==> src/rtl/led_blink_driver_pkg.sv <==
// Shared definitions for the LED blink driver: FSM state encoding and
// default parameter values used by the top level and its phase timer.
package led_blink_driver_pkg;

  typedef enum logic [1:0] {
    ST_IDLE = 2'd0,
    ST_ON   = 2'd1,
    ST_OFF  = 2'd2
  } state_e;

  localparam int DEF_CNT_W   = 4;
  localparam int DEF_TMR_W   = 27;
  localparam int DEF_ON_CYC  = 25_000_000;
  localparam int DEF_OFF_CYC = 25_000_000;

endpackage

==> src/rtl/led_blink_driver_phase_timer.sv <==
// Loadable down-counter that times the ON and OFF phases of a blink.
// Ports:
//   clk        system clock
//   reset_p    async reset, active-high (count cleared to 0)
//   load_i     load load_val_i this cycle (takes priority over counting)
//   load_val_i value loaded into the counter
//   expired_o  high while the count is 0
// The count holds at 0 until the next load, so an idle timer stays expired.
module led_blink_driver_phase_timer
  import led_blink_driver_pkg::*;
#(
  parameter int TMR_W = DEF_TMR_W
) (
  input  logic             clk,
  input  logic             reset_p,
  input  logic             load_i,
  input  logic [TMR_W-1:0] load_val_i,
  output logic             expired_o
);

  logic [TMR_W-1:0] count_q;
  logic [TMR_W-1:0] count_d;

  always_comb begin
    count_d = count_q;
    if (load_i) begin
      count_d = load_val_i;
    end else if (count_q != '0) begin
      count_d = count_q - 1'b1;
    end
  end

  always_ff @(posedge clk or posedge reset_p) begin
    if (reset_p) begin
      count_q <= '0;
    end else begin
      count_q <= count_d;
    end
  end

  assign expired_o = (count_q == '0);

endmodule

==> src/rtl/led_blink_driver.sv <==
// LED blink driver: a trig pulse with a non-zero blink_cnt plays that many
// blinks of ON_CYC high / OFF_CYC low clocks. One request can wait in a
// pending slot while a sequence plays; further requests are dropped and
// flagged with overrun. abort cancels everything without a done pulse.
// Ports:
//   clk        system clock
//   reset_p    async reset, active-high
//   trig       single-cycle request pulse
//   blink_cnt  number of blinks, sampled when trig=1 (0 = ignore)
//   abort      synchronous cancel of current and pending sequences
//   led        registered LED drive
//   busy       high while a sequence plays
//   done       one-cycle pulse when a sequence completes
//   overrun    one-cycle pulse when a trig is dropped
//
// state   | meaning
// --------+-------------------------------------------------------------
// ST_IDLE | nothing playing, led low, waiting for trig
// ST_ON   | led high, phase timer counting ON_CYC cycles
// ST_OFF  | led low, phase timer counting OFF_CYC cycles
module led_blink_driver
  import led_blink_driver_pkg::*;
#(
  parameter int CNT_W   = DEF_CNT_W,
  parameter int TMR_W   = DEF_TMR_W,
  parameter int ON_CYC  = DEF_ON_CYC,
  parameter int OFF_CYC = DEF_OFF_CYC
) (
  input  logic             clk,
  input  logic             reset_p,
  input  logic             trig,
  input  logic [CNT_W-1:0] blink_cnt,
  input  logic             abort,
  output logic             led,
  output logic             busy,
  output logic             done,
  output logic             overrun
);

  localparam logic [TMR_W-1:0] ON_LOAD  = TMR_W'(ON_CYC - 1);
  localparam logic [TMR_W-1:0] OFF_LOAD = TMR_W'(OFF_CYC - 1);

  state_e           state_q;
  logic [CNT_W-1:0] cnt_q;
  logic             pend_vld_q;
  logic [CNT_W-1:0] pend_cnt_q;
  logic             led_q;
  logic             busy_q;
  logic             done_q;
  logic             overrun_q;

  logic             tmr_load;
  logic [TMR_W-1:0] tmr_load_val;
  logic             tmr_expired;

  logic             trig_valid;
  logic             pend_fill;
  logic             pend_drop;
  logic             last_blink;

  assign trig_valid = trig && (blink_cnt != '0);
  // A trig during a sequence (including its final OFF cycle) either takes
  // the free pending slot or is dropped when the slot is already occupied.
  assign pend_fill  = !abort && trig_valid && (state_q != ST_IDLE) && !pend_vld_q;
  assign pend_drop  = !abort && trig_valid && (state_q != ST_IDLE) && pend_vld_q;
  assign last_blink = (state_q == ST_OFF) && tmr_expired && (cnt_q == '0);

  always_comb begin
    tmr_load     = 1'b0;
    tmr_load_val = '0;
    if (abort) begin
      tmr_load = 1'b1;
    end else begin
      case (state_q)
        ST_IDLE: begin
          if (trig_valid) begin
            tmr_load     = 1'b1;
            tmr_load_val = ON_LOAD;
          end
        end
        ST_ON: begin
          if (tmr_expired) begin
            tmr_load     = 1'b1;
            tmr_load_val = OFF_LOAD;
          end
        end
        ST_OFF: begin
          // Restart the ON phase for the next blink, or for a queued
          // sequence that chains in directly behind this one.
          if (tmr_expired && ((cnt_q != '0) || pend_vld_q || pend_fill)) begin
            tmr_load     = 1'b1;
            tmr_load_val = ON_LOAD;
          end
        end
        default: begin
          tmr_load = 1'b1;
        end
      endcase
    end
  end

  led_blink_driver_phase_timer #(
    .TMR_W(TMR_W)
  ) u_phase_timer (
    .clk        (clk),
    .reset_p    (reset_p),
    .load_i     (tmr_load),
    .load_val_i (tmr_load_val),
    .expired_o  (tmr_expired)
  );

  always_ff @(posedge clk or posedge reset_p) begin
    if (reset_p) begin
      state_q    <= ST_IDLE;
      cnt_q      <= '0;
      pend_vld_q <= 1'b0;
      pend_cnt_q <= '0;
      led_q      <= 1'b0;
      busy_q     <= 1'b0;
      done_q     <= 1'b0;
      overrun_q  <= 1'b0;
    end else begin
      done_q    <= 1'b0;
      overrun_q <= 1'b0;
      if (abort) begin
        state_q    <= ST_IDLE;
        cnt_q      <= '0;
        pend_vld_q <= 1'b0;
        pend_cnt_q <= '0;
        led_q      <= 1'b0;
        busy_q     <= 1'b0;
      end else begin
        if (pend_drop) begin
          overrun_q <= 1'b1;
        end
        if (pend_fill) begin
          pend_vld_q <= 1'b1;
          pend_cnt_q <= blink_cnt;
        end
        case (state_q)
          ST_IDLE: begin
            if (trig_valid) begin
              state_q <= ST_ON;
              cnt_q   <= blink_cnt;
              led_q   <= 1'b1;
              busy_q  <= 1'b1;
            end
          end
          ST_ON: begin
            if (tmr_expired) begin
              state_q <= ST_OFF;
              cnt_q   <= cnt_q - 1'b1;
              led_q   <= 1'b0;
            end
          end
          ST_OFF: begin
            if (tmr_expired && (cnt_q != '0)) begin
              state_q <= ST_ON;
              led_q   <= 1'b1;
            end else if (last_blink) begin
              done_q <= 1'b1;
              if (pend_vld_q) begin
                state_q    <= ST_ON;
                cnt_q      <= pend_cnt_q;
                pend_vld_q <= 1'b0;
                led_q      <= 1'b1;
              end else if (pend_fill) begin
                // Request arriving in the very last cycle starts at once
                // rather than sitting in the slot with nothing playing.
                state_q    <= ST_ON;
                cnt_q      <= blink_cnt;
                pend_vld_q <= 1'b0;
                led_q      <= 1'b1;
              end else begin
                state_q <= ST_IDLE;
                busy_q  <= 1'b0;
              end
            end
          end
          default: begin
            state_q <= ST_IDLE;
            led_q   <= 1'b0;
            busy_q  <= 1'b0;
          end
        endcase
      end
    end
  end

  assign led     = led_q;
  assign busy    = busy_q;
  assign done    = done_q;
  assign overrun = overrun_q;

endmodule

==> config.mk <==
export PLATFORM = sky130hd
export DESIGN_NAME = led_blink_driver
export DESIGN_NICKNAME = d
export VERILOG_FILES = /design/src/rtl/led_blink_driver_pkg.sv /design/src/rtl/led_blink_driver_phase_timer.sv /design/src/rtl/led_blink_driver.sv
export SDC_FILE = /design/constraint.sdc
export NUM_CORES = 1
export LEC_CHECK = 0
export ABC_AREA = 1
export BUFFER_PORTS_ARGS = -buffer_cell sky130_fd_sc_hd__buf_4
export CORE_ASPECT_RATIO = 1.75
export CORE_MARGIN = 2
export CORE_UTILIZATION = 40
export DETAILED_ROUTE_END_ITERATION = 6
export GPL_ROUTABILITY_DRIVEN = 0
export GPL_TIMING_DRIVEN = 0
export PLACE_DENSITY = 0.61
export SLEW_MARGIN = 15
export SYNTH_ARGS = -nofsm -noshare
export SYNTH_HDL_FRONTEND = slang
export SYNTH_SLANG_ARGS = --single-unit
==> constraint.sdc <==
create_clock -name clk -period 1.78 [get_ports clk]
set_clock_uncertainty 0.05 [all_clocks]
set_input_delay 0.356 -clock clk [delete_from_list [all_inputs] [get_ports clk]]
set_output_delay 0.356 -clock clk [all_outputs]
set_load 0.02 [all_outputs]
**Yosys cells after proc, flatten, opt, wreduce, memory -nomap -nowiden**

Cells that the tools add are included.

- Equality and inequality tests: 12
- Divide/modulo/power cells: 0
- Shift-type cells: 0
- Bitwise gates (word level): 0
- $lt $le $gt $ge: 0
- Multiplexer cells: 56
- Multipliers: 0
- Reductions and logical operators: 27
- Add/sub/neg operators: 2

Operators with widths:

| operator | number |
|---|---|
| 25-bit 2-to-1 mux | 4 |
| 25-bit one-hot mux with 3 select lines | 1 |
| 27-bit 2-to-1 mux | 2 |
| 4-bit 2-to-1 mux | 8 |
| 1-bit 2-to-1 mux | 31 |
| 27-bit zero test | 1 |
| 27-bit nonzero test | 1 |
| 27-bit by 1-bit subtractor with 27-bit output (second input constant) | 1 |
| 3-bit inequality test (second input constant) | 6 |
| 4-bit one-hot mux with 3 select lines | 1 |
| 6-bit AND reduction | 2 |
| 4-bit nonzero test | 3 |
| 2-bit 2-to-1 mux | 5 |
| 1-bit logical AND | 9 |
| 1-bit one-hot mux with 3 select lines | 3 |
| 2-bit one-hot mux with 3 select lines | 1 |
| 2-bit nonzero test | 3 |
| 5-bit by 4-bit inequality test with 1-bit output (second input constant) | 1 |
| 4-bit zero test | 1 |
| 4-bit by 3-bit inequality test with 1-bit output (second input constant) | 1 |
| 4-bit inequality test (second input constant) | 1 |
| 4-bit AND reduction | 1 |
| 4-bit by 1-bit subtractor with 4-bit output (second input constant) | 1 |
| 3-bit AND reduction | 1 |
| other kinds (6) | 8 |

- Memory bits (writable): 0
- Bits of input ports: 8
- Word-level logic and storage cells: 106
- Latch bits: 0
- Memories kept: 0
- ROM bits: 0
- Output and inout port bits: 4
- Flip-flop bits (word level): 42

**Depth between registers and ports, before layout**

Gate-level depths: netlist (run 1).

- Depth after elaboration: 12
- Depth in mapped cells: 15
- Mapped depth without buffers: 15

**Cells and area by module**

From an unflattened synthesis (run 1), not the netlist that was laid out.

- Cells, all modules: 467
- Area total of the unflattened synthesis: 3095.5 um^2

By module, submodules not included:

| module | area each (um^2) | sequential area each (um^2) | cells each | instances |
|---|---|---|---|---|
| led_blink_driver_phase_timer | 1895.6 | 675.6 | 296 | 1 |
| led_blink_driver | 1199.9 | 375.4 | 171 | 1 |

**Worst setup path before layout (run 1)**

Ideal clock, no wire load.

- Path kind: register -> register
- Start point: reg state_q[0]
- End point: reg u_phase_timer.count_q[20]
- Setup time: 0.121 ns
- Required time: 1.609 ns
- Clock period less this slack: 1.839 ns
- Path slack: -0.059 ns
- Cell stages (with the launch flop): 13
- Path buffers: 1
- Arrival: 1.669 ns
- Cells stage by stage: dfrtp_1 inv_1 ha_1 nor2_4 nand3_2 nand2_2 nor2_1 nor2_2 nor2_4 nand3_4 inv_4 buf_8 nor2_2

- Cells in the longest elaborated chain, start to end: 9
- Elaborated cells between the ends (all ways): 16
- Those cells by class: eq/ne: 2; mux: 7; reduce/logical: 7

Ends and longest elaborated chain:

| what | RTL line | RTL |
|---|---|---|
| from (decl) | led_blink_driver.sv:43 | `state_e state_q;` |
| from (signal assigned) | led_blink_driver.sv:114 | `state_q <= ST_IDLE;` |
| from (signal assigned) | led_blink_driver.sv:126 | `state_q <= ST_IDLE;` |
| from (signal assigned) | led_blink_driver.sv:143 | `state_q <= ST_ON;` |
| 2-bit nonzero test | led_blink_driver.sv:64 | `assign pend_fill = !abort && trig_valid && (state_q != ST_IDLE) && !pend_vld_q;` |
| 1-bit logical AND (2 in a row) | led_blink_driver.sv:64 |  |
| 1-bit logical OR | led_blink_driver.sv:90 | `if (tmr_expired && ((cnt_q != '0) \|\| pend_vld_q \|\| pend_fill)) begin` |
| 1-bit logical AND | led_blink_driver.sv:90 |  |
| 25-bit 2-to-1 mux or 1-bit 2-to-1 mux (tied branches) | led_blink_driver.sv:90 |  |
| 25-bit one-hot mux with 3 select lines or 1-bit one-hot mux with 3 select lines (tied branches) | led_blink_driver.sv:74 | `case (state_q)` |
| 25-bit 2-to-1 mux or 1-bit 2-to-1 mux (tied branches) | led_blink_driver.sv:71 | `if (abort) begin` |
| 27-bit 2-to-1 mux or 2-bit nonzero test (tied branches) | -- |  |
| to (signal assigned) | led_blink_driver_phase_timer.sv:37 | `count_q <= count_d;` |
| to (decl) | led_blink_driver_phase_timer.sv:21 | `logic [TMR_W-1:0] count_q;` |

Several ways; a longest one is shown, not always the timed one.
A chain may end at the register's enable or synchronous reset.

**Final worst setup path (run 1)**

- Start point: reg u_phase_timer.count_q[11]
- End point: reg state_q[0]

- Cells in the longest elaborated chain, start to end: 5
- Elaborated cells between the ends (all ways): 10
- Those cells by class: eq/ne: 2; mux: 3; reduce/logical: 5

Ends and longest elaborated chain:

| what | RTL line | RTL |
|---|---|---|
| 27-bit zero test (*) | led_blink_driver_phase_timer.sv:41 | `assign expired_o = (count_q == '0);` |
| 1-bit logical AND, on equally long branches | led_blink_driver.sv:157, led_blink_driver.sv:66 |  |
| 2-bit 2-to-1 mux or 1-bit logical AND (tied branches) | led_blink_driver.sv:157, led_blink_driver.sv:66 |  |
| 2-bit one-hot mux with 3 select lines or 4-bit by 3-bit inequality test with 1-bit output (tied branches) | -- |  |
| 2-bit 2-to-1 mux or 3-bit AND reduction (tied branches) | -- |  |
| to (signal assigned) | led_blink_driver.sv:126 |  |
| to (signal assigned) | led_blink_driver.sv:143 |  |
| to (signal assigned) | led_blink_driver.sv:158 | `state_q <= ST_ON;` |

Every way passes the cells marked *; elsewhere a longest branch is shown, timed or not.

==> summary.md, run 1 <==
| Metric | Value |
|---|---|
| Main combinational cell family by area after synthesis | `simple AND/OR/NAND/NOR gates` |
| Category of the critical setup timing path | `reg2reg` |
| Cell area after layout | `0.00379 sq mm` |
| Number of iterations in the first detailed-routing pass | `4` |
| Top cell family by delay on the critical path | `simple AND/OR/NAND/NOR gates` |
| Post-route met1 wirelength | `2.62 mm` |
| Adder-cell share of the synthesized area | `3.89%` |
| Hold Slack | `0.0531 ns` |
| Instance count on the critical path | `10` |
| Hold violation count in the final report | `0` |
| Share of the synthesized netlist area taken by xor and xnor gates | `6.96%` |
| Most instantiated library cell after synthesis | `sky130_fd_sc_hd__nand2_1` |
| Fin worst setup slack | `-0.103 ns` |
| Max Buffers Root-to-Sink | `2` |
| Violations in the final reports | `negative setup slack` |
| Site Rows | `41` |
| Area after detailed placement | `0.00312 sq mm` |
| DRC violation total after the first TritonRoute iteration | `121` |
| Area of the core region | `0.00713 sq mm` |
| Seq/Total Area, Yosys | `36.3%` |
| Number of port buffers | `10` |
| Average wire per cell in the routed design | `15.7 microns` |
| Cells on worst reg2reg path | `10` |
| WP buf/inv | `1` |
| Number of design rule violations left after detail routing | `0` |
| Maximum number of pins on one net before global-route repair | `23` |
| Most frequent cells after synthesis | `sky130_fd_sc_hd__nand2_1, sky130_fd_sc_hd__nor2_1, sky130_fd_sc_hd__dfrtp_1` |
| CTS tree | `yes` |
| Latest clock arrival within the worst-skew pair | `0.29 ns` |
| Synth Net Count | `392` |
| Area fraction in compound gates after synthesis | `8.86%` |
| Sequence of cells on the critical path | `nor2_2 -> nand2_2 -> nor2_4 -> nand2_4 -> nor2_8 -> buf_4 -> nand2_1 -> o21ai_1 -> nand3_1 -> o21ai_1` |
| Relative slew slack | `64.4%` |
| Die area | `0.00796 sq mm` |
| Fraction of the cycle the final worst path needs | `106%` |
| Number of setup violations in the final report | `28` |
| Maximum vdd ir drop | `0.000781 V` |
| Delay contributed by the slowest stage of the critical path | `0.44 ns` |
| Vias per inst | `5.32` |
| Final Slew Violations | `0` |
| Minimum setup slack after placement | `-0.299 ns` |
| Crit end category | `register` |
| Overflow left after global routing | `0` |
| H-tree levels | `2` |
| Sinks on Clock Net | `42` |
| Count of max-cap constraint violations | `0` |
| Total length of routed met3 wires | `243 microns` |
| IO Pins | `12` |
| Leakage | `1.78 nW` |
| Cell taking the most area after synthesis | `sky130_fd_sc_hd__dfrtp_1` |
| Internal reg-to-reg setup slack | `-0.10 ns` |
| Run status | `complete, but fails checks` |
| Syn. warnings | `0` |
| Number of distinct standard cells referenced by the synthesized netlist | `34` |
| Worst Max-Slew Pin Slew | `0.532 ns` |
| Hold Crit Class | `in2async` |
| Post-route setup TNS | `-1.69 ns` |
| Unrepaired setup endpoints after global routing | `true` |
| Clock slew at the register clock pins of the worst setup and hold paths | `0.06 ns` |
| Simple-gate share of the synthesized area | `37.1%` |
| CTS buffer count | `5` |
| Die Width | `68.3 microns` |
| Overall power of the completed layout | `6.31 mW` |
| Vertical die dimension | `117 microns` |
| Share of post-route cells with drive strength above 1 | `36.9%` |
| Wire length of the first global-routing pass | `12.7 mm` |
| Total Routing Usage GR | `21.8%` |
| Clk Tree Root Cell | `sky130_fd_sc_hd__clkbuf_16` |
| Top cells by area in the synthesized netlist | `sky130_fd_sc_hd__dfrtp_1, sky130_fd_sc_hd__nand2_1, sky130_fd_sc_hd__nor2_1` |
| Critical-path cell with the highest stage delay | `sky130_fd_sc_hd__dfrtp_1` |
| Top cell type's share of synthesized area | `36.3%` |
| Wire length reported by the detailed router | `7.94 mm` |
| Cell area power density | `1670 mW/mm^2` |
| Highest routed metal layer | `met4` |
| Tmin final | `1.88 ns` |
| Cells after synthesis | `375` |
| Required time at the worst-slack endpoint | `1.95 ns` |
| Element type at the critical path start | `register` |
| Nets | `436` |
| Remaining antenna violation count after routing | `0` |
| Timing-limited maximum frequency | `531 MHz` |
| Synthesis-to-finish area growth | `30.8%` |
| Portion of netlist area occupied by mux cells | `0%` |
| FF+latch count, synth | `42` |
| Hold-fix buffers at CTS | `0` |
| EDFF count, synth | `0` |
| Library cell appearing most often on the critical path | `sky130_fd_sc_hd__o21ai_1` |
| Synthesized area per cell | `7.72 sq um` |
| Maximum net fanout on the critical path | `5` |
| Vias in the first global route | `2,620` |
| HPWL after DPL | `5.75 mm` |
| Syn Std Cell Area | `0.00290 sq mm` |
| Async set-reset flop share out of synthesis | `100%` |
| Diodes inserted | `0` |
| Initial antenna violation count | `0` |
| Detail Route met2 WL | `4.71 mm` |
| Critical Path AT | `2.05 ns` |
| Filler instances | `652` |
| Initial Util | `40.6%` |
| Vias after detailed routing | `2,694` |
| Post-synth top flop | `sky130_fd_sc_hd__dfrtp_1` |
worst paths after layout:
path                                           start                         to
hold reg to reg                                 busy                       busy
hold / removal                               reset_p              pend_cnt_q[3]
max in group asynchronous                    reset_p  u_phase_timer.count_q[21]
setup reg to reg           u_phase_timer.count_q[11]                 state_q[0]
setup / recovery           u_phase_timer.count_q[11]                 state_q[0]
min in group clk                        blink_cnt[2]              pend_cnt_q[2]
power breakdown:
part / total (mW) / switching (mW) / internal [mW] / leakage, nW
clock: 0.945 / 0.390 / 0.555 / 0.0729
combinational: 3.76 / 2.29 / 1.47 / 1.15
sequential: 1.60 / 0.362 / 1.24 / 0.556
total: 6.31 / 3.04 / 3.27 / 1.78
registers in the layout, indices dropped and copies added (netlist names):
register,flops
busy,1
cnt_q,4
pend_vld_q,1
u_phase_timer.count_q,27
led,1
done,1
state_q,2
pend_cnt_q,4
overrun,1
metrics by stage:
stage               std cells  utilization (%)
floorplan                 375                -
global placement          471             43.4
detailed placement        472             43.8
CTS                       498             50.3
global route              506             53.1
finish                    506             53.1
metal layers:
metal  up-vias  global-route usage (%)
met5         -                       0
met2        78                    42.2
met3        27                    3.08
li1       1302                       -
met4         0                    12.1
met1      1287                    20.6
kinds of logic after synthesis:
kind of cell / count (synthesis)
AOI/OAI and AO/OA: 45
xor gates and xnor gates: 23
adders and majority gates: 9
and+or+nand+nor: 208
DFF: 42
buffers and inverters: 48
cell type report:
type                            count  area (sq um)  share of cell area (%)
Sequential cell                    42          1050                    27.8
Multi-Input combinational cell    286          1940                    51.1
Clock inverter                      2          12.5                   0.330
Tap cell                           86           108                    2.84
Inverter                           43           166                    4.40
Buffer                              5          45.0                    1.19
Timing Repair Buffer               36           329                    8.69
Clock buffer                        6           139                    3.67
placed cells by master (no fill, tap or decap), drive strengths merged:
cell type  count
o21ai         27
buf           40
clkinvlp       1
dfrtp         42
xor2          12
o31ai          1
clkbuf         7
clkinv         2
nor3           9
inv           42
ha             9
nand2         82
xnor2         11
o211ai         5
o22ai          1
nor2          81
a21oi         11
nand3b         2
nand3         24
nand4         10
nor4           1
timing repair:
item / 4_1_cts / 5_1_grt
buffers inserted: 17 / 7
gates resized for setup: 52 / 33
pin swaps: 21 / 19
gates cloned: 1 / 1
setup endpoints to repair: 35 / 35
worst reg2reg max path: stages, from the launching register on:
cell,delay (ns)
sky130_fd_sc_hd__dfrtp_1,0.44
sky130_fd_sc_hd__nor2_2,0.21
sky130_fd_sc_hd__nand2_2,0.13
sky130_fd_sc_hd__nor2_4,0.18
sky130_fd_sc_hd__nand2_4,0.10
sky130_fd_sc_hd__nor2_8,0.15
sky130_fd_sc_hd__buf_4,0.13
sky130_fd_sc_hd__nand2_1,0.06
sky130_fd_sc_hd__o21ai_1,0.17
sky130_fd_sc_hd__nand3_1,0.10
sky130_fd_sc_hd__o21ai_1,0.11
Note: power is estimated with default switching activity, not from simulation.
==> run 2, diff against run 1 <==
- BUFFER_PORTS_ARGS: -buffer_cell sky130_fd_sc_hd__buf_4 -> unset
- CORE_UTILIZATION: 40 -> 45
- DONT_BUFFER_PORTS: unset -> 1
- PLACE_DENSITY: 0.61 -> 0.65
==> run 2 against run 1 <==
Effect of this change:
- the run still ends with negative setup slack left
- count of clock-buffer cells in the layout down 1
- design area fell by 2.6%
- sequential share of layout area is 0.73 points higher
- clock power down 20%
- cell count decreased by 2.8%
- total power fell by 4.5%
- flip-flop and latch count is the same
- critical endpoint is now u_phase_timer.count_q[5]
- largest power group unchanged
- highest routed layer unchanged
==> summary.md, run 2 (synthesis gave the netlist of run 1 again) <==
| Metric | Value |
|---|---|
| Max Buffers Root-to-Sink | `2 (unchanged)` |
| Site Rows | `38 (was 41)` |
| HPWL after DPL | `5.49 mm (was 5.75 mm)` |
| Remaining antenna violation count after routing | `0 (unchanged)` |
| Delay contributed by the slowest stage of the critical path | `0.40 ns (was 0.44 ns)` |
| Clk Tree Root Cell | `sky130_fd_sc_hd__clkbuf_8 (was sky130_fd_sc_hd__clkbuf_16)` |
| Clock slew at the register clock pins of the worst setup and hold paths | `0.09 ns (was 0.06 ns)` |
| Critical-path cell with the highest stage delay | `sky130_fd_sc_hd__dfrtp_1 (unchanged)` |
| Number of iterations in the first detailed-routing pass | `4 (unchanged)` |
| CTS buffer count | `5 (unchanged)` |
| Violations in the final reports | `negative setup slack (unchanged)` |
| Synthesis-to-finish area growth | `27.4% (was 30.8%)` |
| Cell area power density | `1630 mW/mm^2 (was 1670 mW/mm^2)` |
| H-tree levels | `2 (unchanged)` |
| IO Pins | `12 (unchanged)` |
| Maximum net fanout on the critical path | `5 (unchanged)` |
| Commonest cells after routing, fill and taps aside | `sky130_fd_sc_hd__nand2_1, sky130_fd_sc_hd__dfrtp_1, sky130_fd_sc_hd__nor2_1 (unchanged)` |
| Minimum setup slack after placement | `-0.294 ns (was -0.299 ns)` |
| Leakage | `1.71 nW (was 1.78 nW)` |
| Diodes inserted | `0 (unchanged)` |
| Number of port buffers | `0 (was 10)` |
| Count of max-cap constraint violations | `0 (unchanged)` |
| Vias in the first global route | `2,756 (was 2,620)` |
| Die Width | `64.6 microns (was 68.3 microns)` |
| Regs by FF count | `u_phase_timer.count_q: 27 flops, cnt_q: 4 flops, pend_cnt_q: 4 flops (unchanged)` |
| CTS tree | `yes (unchanged)` |
| Fraction of the cycle the final worst path needs | `112% (was 106%)` |
| Latest clock arrival within the worst-skew pair | `0.30 ns (was 0.29 ns)` |
| Top register by number of flip-flops | `u_phase_timer.count_q (unchanged)` |
| Nets | `428 (was 436)` |
| Wire length reported by the detailed router | `8.01 mm (was 7.94 mm)` |
| Maximum number of pins on one net before global-route repair | `25 (was 23)` |
| Hold Crit Class | `in2reg (was in2async)` |
| Hold violation count in the final report | `0 (unchanged)` |
| WP buf/inv | `5 (was 1)` |
| Category of the critical setup timing path | `reg2reg (unchanged)` |
| Final Slew Violations | `0 (unchanged)` |
| Overflow left after global routing | `0 (unchanged)` |
| Tmin final | `1.99 ns (was 1.88 ns)` |
| Initial Util | `46.5% (was 40.6%)` |
| Vias per inst | `5.33 (was 5.32)` |
| Required time at the worst-slack endpoint | `1.92 ns (was 1.95 ns)` |
| Relative slew slack | `70.5% (was 64.4%)` |
| Timing-limited maximum frequency | `501 MHz (was 531 MHz)` |
| Most frequent standard cell in the layout excluding fill and tap cells | `sky130_fd_sc_hd__nand2_1 (unchanged)` |
| Crit end category | `register (unchanged)` |
| Run status | `complete, but fails checks (unchanged)` |
| Sequence of cells on the critical path | `inv_2 -> ha_4 -> inv_2 -> buf_4 -> nor3_1 -> nand2_1 -> nor2_4 -> nand3_4 -> inv_6 -> clkbuf_16 -> nor2_2 (was nor2_2 -> nand2_2 -> nor2_4 -> nand2_4 -> nor2_8 -> buf_4 -> nand2_1 -> o21ai_1 -> nand3_1 -> o21ai_1)` |
| Total Routing Usage GR | `23.6% (was 21.8%)` |
| Average wire per cell in the routed design | `16.3 microns (was 15.7 microns)` |
| Maximum vdd ir drop | `0.000739 V (was 0.000781 V)` |
| Top cell family by delay on the critical path | `simple AND/OR/NAND/NOR gates (unchanged)` |
| Critical Path AT | `2.13 ns (was 2.05 ns)` |
| Share of post-route cells with drive strength above 1 | `37.9% (was 36.9%)` |
| Worst Max-Slew Pin Slew | `0.443 ns (was 0.532 ns)` |
| Initial antenna violation count | `0 (unchanged)` |
| Post-route setup TNS | `-3.90 ns (was -1.69 ns)` |
| Vertical die dimension | `110 microns (was 117 microns)` |
| Number of setup violations in the final report | `29 (was 28)` |
| Unrepaired setup endpoints after global routing | `true (unchanged)` |
| Wire length of the first global-routing pass | `12.7 mm (about the same)` |
| Die area | `0.00712 sq mm (was 0.00796 sq mm)` |
| Hold Slack | `0.154 ns (was 0.0531 ns)` |
| Area of the core region | `0.00623 sq mm (was 0.00713 sq mm)` |
| Internal reg-to-reg setup slack | `-0.21 ns (was -0.10 ns)` |
| DRC violation total after the first TritonRoute iteration | `99 (was 121)` |
| Max reg flops | `27 (unchanged)` |
| Number of design rule violations left after detail routing | `0 (unchanged)` |
| Sinks on Clock Net | `42 (unchanged)` |
| Fin worst setup slack | `-0.214 ns (was -0.103 ns)` |
| Library cell appearing most often on the critical path | `sky130_fd_sc_hd__inv_2 (was sky130_fd_sc_hd__o21ai_1)` |
| Element type at the critical path start | `register (unchanged)` |
| Vias after detailed routing | `2,623 (was 2,694)` |
==> run 2: layer usage <==
| metal | vias up | GRT usage (%) | part of all wire, % |
|---|---|---|---|
| li1 | 1275 | - | - |
| met1 | 1252 | 20.9 | 34 |
| met2 | 62 | 47.8 | 58 |
| met3 | 34 | 3.65 | 2.3 |
| met4 | 0 | 14.9 | 6.0 |
| met5 | - | 0 | 0 |
==> run 2: worst paths after layout <==
| kind | startpoint | end | cells past startpoint |
|---|---|---|---|
| worst max-delay path | u_phase_timer.count_q[0] | u_phase_timer.count_q[5] | 11 |
| worst min-delay path | blink_cnt[2] | pend_cnt_q[2] | 2 |
| worst max register to register | u_phase_timer.count_q[0] | u_phase_timer.count_q[5] | 11 |
| worst min register to register | pend_cnt_q[0] | pend_cnt_q[0] | 2 |
| max in group asynchronous | reset_p | u_phase_timer.count_q[5] | 3 |
| min in group asynchronous | reset_p | pend_cnt_q[2] | 2 |
==> run 2: what timing repair did <==
item                                    4_1_cts  5_1_grt
endpoints found under the setup margin       35       37
hold endpoints to repair                     18        0
hold buffers                                  1        0
cloned                                        1        1
pin swaps                                    11       22
resized for setup                            39       56
buffers inserted                             16        9
==> run 2: where the power goes <==
| group | internal (mW) | total [mW] | switching (mW) | leakage (nW) |
|---|---|---|---|---|
| Clock | 0.413 | 0.760 | 0.346 | 0.0579 |
| Sequential | 1.24 | 1.60 | 0.363 | 0.556 |
| Combinational | 1.42 | 3.67 | 2.24 | 1.10 |
| Total | 3.07 | 6.03 | 2.95 | 1.71 |
==> run 2: worst reg2reg max path, stage by stage, from the launching register on <==
cell,delay (ns)
sky130_fd_sc_hd__dfrtp_1,0.40
sky130_fd_sc_hd__inv_2,0.10
sky130_fd_sc_hd__ha_4,0.14
sky130_fd_sc_hd__inv_2,0.04
sky130_fd_sc_hd__buf_4,0.12
sky130_fd_sc_hd__nor3_1,0.22
sky130_fd_sc_hd__nand2_1,0.13
sky130_fd_sc_hd__nor2_4,0.19
sky130_fd_sc_hd__nand3_4,0.15
sky130_fd_sc_hd__inv_6,0.12
sky130_fd_sc_hd__clkbuf_16,0.16
sky130_fd_sc_hd__nor2_2,0.04
==> run 2: through the flow <==
stage	power (mW)	std cells	instance area [sq um]	utilization, %
finish	6.03	492	3690	59.2
global route	6.47	492	3690	59.2
floorplan	3.86	375	2910	-
CTS	5.61	482	3420	54.9
detailed placement	4.46	456	3030	48.7
global placement	4.43	455	3010	48.3
==> run 2: layout make-up <==
cell class              count  area, sq um
inverters                  43          171
clock inverters             3         40.0
repair buffers             29          293
fillers                   550         2540
well taps                  80          100
clock buffers               5         68.8
flip-flops and latches     42         1050
multi-input cells         285         1920
plain buffers               5         45.0
==> run 3, diff against run 2 <==
- CELL_PAD_IN_SITES_DETAIL_PLACEMENT: unset -> 0
- CELL_PAD_IN_SITES_GLOBAL_PLACEMENT: unset -> 1
- CORE_UTILIZATION: 45 -> 43
- PLACE_DENSITY: 0.65 -> 0.79
==> run 3 against run 2 <==
Effect of this change:
- the flow still finishes with violations (negative setup slack)
- global-route usage down 0.11 points
- flip-flop and latch count unchanged
- count of clock-buffer cells in the layout unchanged
- largest power group unchanged
- hold slack better by 0.019 ns
- non-clock buffer count down 6
- register-to-register slack better by 0.11 ns
- first-iteration DRC count up 68%
- critical endpoint is now cnt_q[2]
- largest cell class unchanged
- routed wire length down 1.6%
- highest routed layer unchanged
- via count down 3.3%
- clock power up 39%
==> summary.md, run 3 (synthesis gave the netlist of run 1 again) <==
| Metric | Value |
|---|---|
| Maximum net fanout on the critical path | `8 (was 5)` |
| Total Routing Usage GR | `23.5% (was 23.6%)` |
| Count of max-cap constraint violations | `0 (unchanged)` |
| Number of iterations in the first detailed-routing pass | `4 (unchanged)` |
| Violations in the final reports | `negative setup slack (unchanged)` |
| Top register by number of flip-flops | `u_phase_timer.count_q (unchanged)` |
| Site Rows | `39 (was 38)` |
| Vias after detailed routing | `2,537 (was 2,623)` |
| Sequence of cells on the critical path | `nor2_2 -> nand3_1 -> nor2_4 -> inv_2 -> nor2_8 -> inv_4 -> nand2_4 -> nand2_4 -> nor2_4 -> nand2_4 -> nand2_2 -> o21ai_2 (was inv_2 -> ha_4 -> inv_2 -> buf_4 -> nor3_1 -> nand2_1 -> nor2_4 -> nand3_4 -> inv_6 -> clkbuf_16 -> nor2_2)` |
| Met1 demand-to-capacity share in global routing | `22.6% (was 20.9%)` |
| Layout Utilization | `55.8% (was 59.2%)` |
| Max Buffers Root-to-Sink | `2 (unchanged)` |
| Cells on worst reg2reg path | `12 (was 11)` |
| Die Width | `66.0 microns (was 64.6 microns)` |
| Wire length reported by the detailed router | `7.88 mm (was 8.01 mm)` |
| Number of setup violations in the final report | `31 (was 29)` |
| Most frequent standard cell in the layout excluding fill and tap cells | `sky130_fd_sc_hd__nand2_1 (unchanged)` |
| Fraction of the cycle the final worst path needs | `106% (was 112%)` |
| Leakage | `1.71 nW (about the same)` |
| Cell area power density | `1720 mW/mm^2 (was 1630 mW/mm^2)` |
| Vias in the first global route | `2,661 (was 2,756)` |
| Maximum number of pins on one net before global-route repair | `32 (was 25)` |
| Vertical die dimension | `113 microns (was 110 microns)` |
| CTS buffer count | `5 (unchanged)` |
| Number of port buffers | `0 (unchanged)` |
| Library cell appearing most often on the critical path | `sky130_fd_sc_hd__nand2_4 (was sky130_fd_sc_hd__inv_2)` |
| Category of the critical setup timing path | `reg2reg (unchanged)` |
| Worst Hold Depth | `2 (unchanged)` |
| Post-route setup TNS | `-1.92 ns (was -3.90 ns)` |
| Commonest cells after routing, fill and taps aside | `sky130_fd_sc_hd__nand2_1, sky130_fd_sc_hd__nor2_1, sky130_fd_sc_hd__dfrtp_1 (was sky130_fd_sc_hd__nand2_1, sky130_fd_sc_hd__dfrtp_1, sky130_fd_sc_hd__nor2_1)` |
| Maximum vdd ir drop | `0.000859 V (was 0.000739 V)` |
| Element type at the critical path start | `register (unchanged)` |
| Most Crowded Layer GR | `met2 (unchanged)` |
| Overall power of the completed layout | `6.29 mW (was 6.03 mW)` |
| Clock slew at the register clock pins of the worst setup and hold paths | `0.06 ns (was 0.09 ns)` |
| Instance count after placement with tap cells included | `458 (was 456)` |
| Hold Crit Class | `in2reg (unchanged)` |
| Regs by FF count | `u_phase_timer.count_q: 27 flops, cnt_q: 4 flops, pend_cnt_q: 4 flops (unchanged)` |
| Latest clock arrival within the worst-skew pair | `0.29 ns (was 0.30 ns)` |
| Final Slew Violations | `0 (unchanged)` |
| Vias per inst | `5.19 (was 5.33)` |
| Synthesis-to-finish area growth | `26.0% (was 27.4%)` |
| Diodes inserted | `0 (unchanged)` |
| Initial antenna violation count | `0 (unchanged)` |
| CTS tree | `yes (unchanged)` |
| Unrepaired setup endpoints after global routing | `true (unchanged)` |
| Sinks on Clock Net | `42 (unchanged)` |
| WP buf/inv | `2 (was 5)` |
| Number of design rule violations left after detail routing | `0 (unchanged)` |
| Clk Tree Root Cell | `sky130_fd_sc_hd__clkbuf_16 (was sky130_fd_sc_hd__clkbuf_8)` |
| Average wire per cell in the routed design | `16.1 microns (was 16.3 microns)` |
| H-tree levels | `2 (unchanged)` |
| Area after detailed placement | `0.00303 sq mm (about the same)` |
| Hold violation count in the final report | `0 (unchanged)` |
| Fin worst setup slack | `-0.106 ns (was -0.214 ns)` |
| Initial Util | `44.3% (was 46.5%)` |
| Nets | `423 (was 428)` |
| Max reg flops | `27 (unchanged)` |
| Relative slew slack | `68.4% (was 70.5%)` |
| Critical-path cell with the highest stage delay | `sky130_fd_sc_hd__dfrtp_1 (unchanged)` |
| Delay contributed by the slowest stage of the critical path | `0.43 ns (was 0.40 ns)` |
| Count of non-filler cells in the finished layout | `489 (was 492)` |
| Required time at the worst-slack endpoint | `1.91 ns (was 1.92 ns)` |
| Run status | `complete, but fails checks (unchanged)` |
| Area of the core region | `0.00654 sq mm (was 0.00623 sq mm)` |
| Cell area after layout | `0.00365 sq mm (was 0.00369 sq mm)` |
| Met3 capacity usage during global routing | `3.91% (was 3.65%)` |
| Die area | `0.00743 sq mm (was 0.00712 sq mm)` |
| IO Pins | `12 (unchanged)` |
| HPWL after DPL | `5.82 mm (was 5.49 mm)` |
| Overflow left after global routing | `0 (unchanged)` |
| Critical Path AT | `2.01 ns (was 2.13 ns)` |
| Filler instances | `613 (was 550)` |
| Instance count on the critical path | `12 (was 11)` |
| Worst Max-Slew Pin Slew | `0.474 ns (was 0.443 ns)` |
| Top cell family by delay on the critical path | `simple AND/OR/NAND/NOR gates (unchanged)` |
| Remaining antenna violation count after routing | `0 (unchanged)` |
| Share of post-route cells with drive strength above 1 | `33.9% (was 37.9%)` |
| DRC violation total after the first TritonRoute iteration | `166 (was 99)` |
| Crit end category | `register (unchanged)` |
| Met2 track utilization from global routing | `44.2% (was 47.8%)` |
| Timing-limited maximum frequency | `530 MHz (was 501 MHz)` |
| Wire length of the first global-routing pass | `13.0 mm (was 12.7 mm)` |
| Tmin final | `1.89 ns (was 1.99 ns)` |
run 3: power by group:
| group | internal [mW] | total [mW] | switching (mW) |
|---|---|---|---|
| clock network | 0.662 | 1.06 | 0.398 |
| registers | 1.24 | 1.61 | 0.376 |
| logic | 1.41 | 3.61 | 2.20 |
| total | 3.31 | 6.29 | 2.97 |
run 3: stage by stage:
step	hold WS (ns)	setup WS, ns
CTS	0.170	-0.106
global route	0.192	-0.238
finish	0.173	-0.106
floorplan	0.420	0.00101
global placement	0.441	-0.337
detailed placement	0.152	-0.359
run 3: area by class of cell:
| cell class | instances | area [sq um] | share of cell area (%) |
|---|---|---|---|
| multi-input cells | 286 | 1910 | 52.3 |
| flip-flops and latches | 42 | 1050 | 28.8 |
| repair buffers | 23 | 206 | 5.66 |
| inverters | 43 | 166 | 4.56 |
| clock buffers | 5 | 125 | 3.43 |
| well taps | 82 | 103 | 2.81 |
| clock inverters | 3 | 45.0 | 1.23 |
| plain buffers | 5 | 45.0 | 1.23 |
run 3: layer usage:
layer | share of wire [%] | wire (microns) | vias up
li1 | - | - | 1267
met3 | 2.4 | 189 | 31
met1 | 33 | 2630 | 1189
met5 | 0 | 0 | -
met2 | 58 | 4560 | 50
met4 | 6.3 | 498 | 0
run 3: worst paths after layout:
check,startpoint,end,slack [ns]
worst max-delay path,u_phase_timer.count_q[7],cnt_q[2],-0.11
worst min-delay path,blink_cnt[2],pend_cnt_q[2],0.17
worst max register to register,u_phase_timer.count_q[7],cnt_q[2],-0.11
worst min register to register,pend_cnt_q[1],pend_cnt_q[1],0.46
max in group asynchronous,reset_p,u_phase_timer.count_q[2],0.79
min in group asynchronous,reset_p,overrun,0.42
run 3: worst register-to-register path, stage by stage (launching register included):
cell and delay (ns):
sky130_fd_sc_hd__dfrtp_1 0.43, sky130_fd_sc_hd__nor2_2 0.23, sky130_fd_sc_hd__nand3_1 0.16, sky130_fd_sc_hd__nor2_4 0.16, sky130_fd_sc_hd__inv_2 0.07, sky130_fd_sc_hd__nor2_8 0.12
sky130_fd_sc_hd__inv_4 0.05, sky130_fd_sc_hd__nand2_4 0.06, sky130_fd_sc_hd__nand2_4 0.06, sky130_fd_sc_hd__nor2_4 0.12, sky130_fd_sc_hd__nand2_4 0.12, sky130_fd_sc_hd__nand2_2 0.10
sky130_fd_sc_hd__o21ai_2 0.05
run 3: what timing repair did:
item | 4_1_cts | 5_1_grt
cloned | 1 | 1
hold endpoints to repair | 11 | 0
resized for setup | 57 | 24
pin swaps | 17 | 3
hold buffers | 1 | 0
setup endpoints to repair | 35 | 35
buffers inserted | 17 | 3
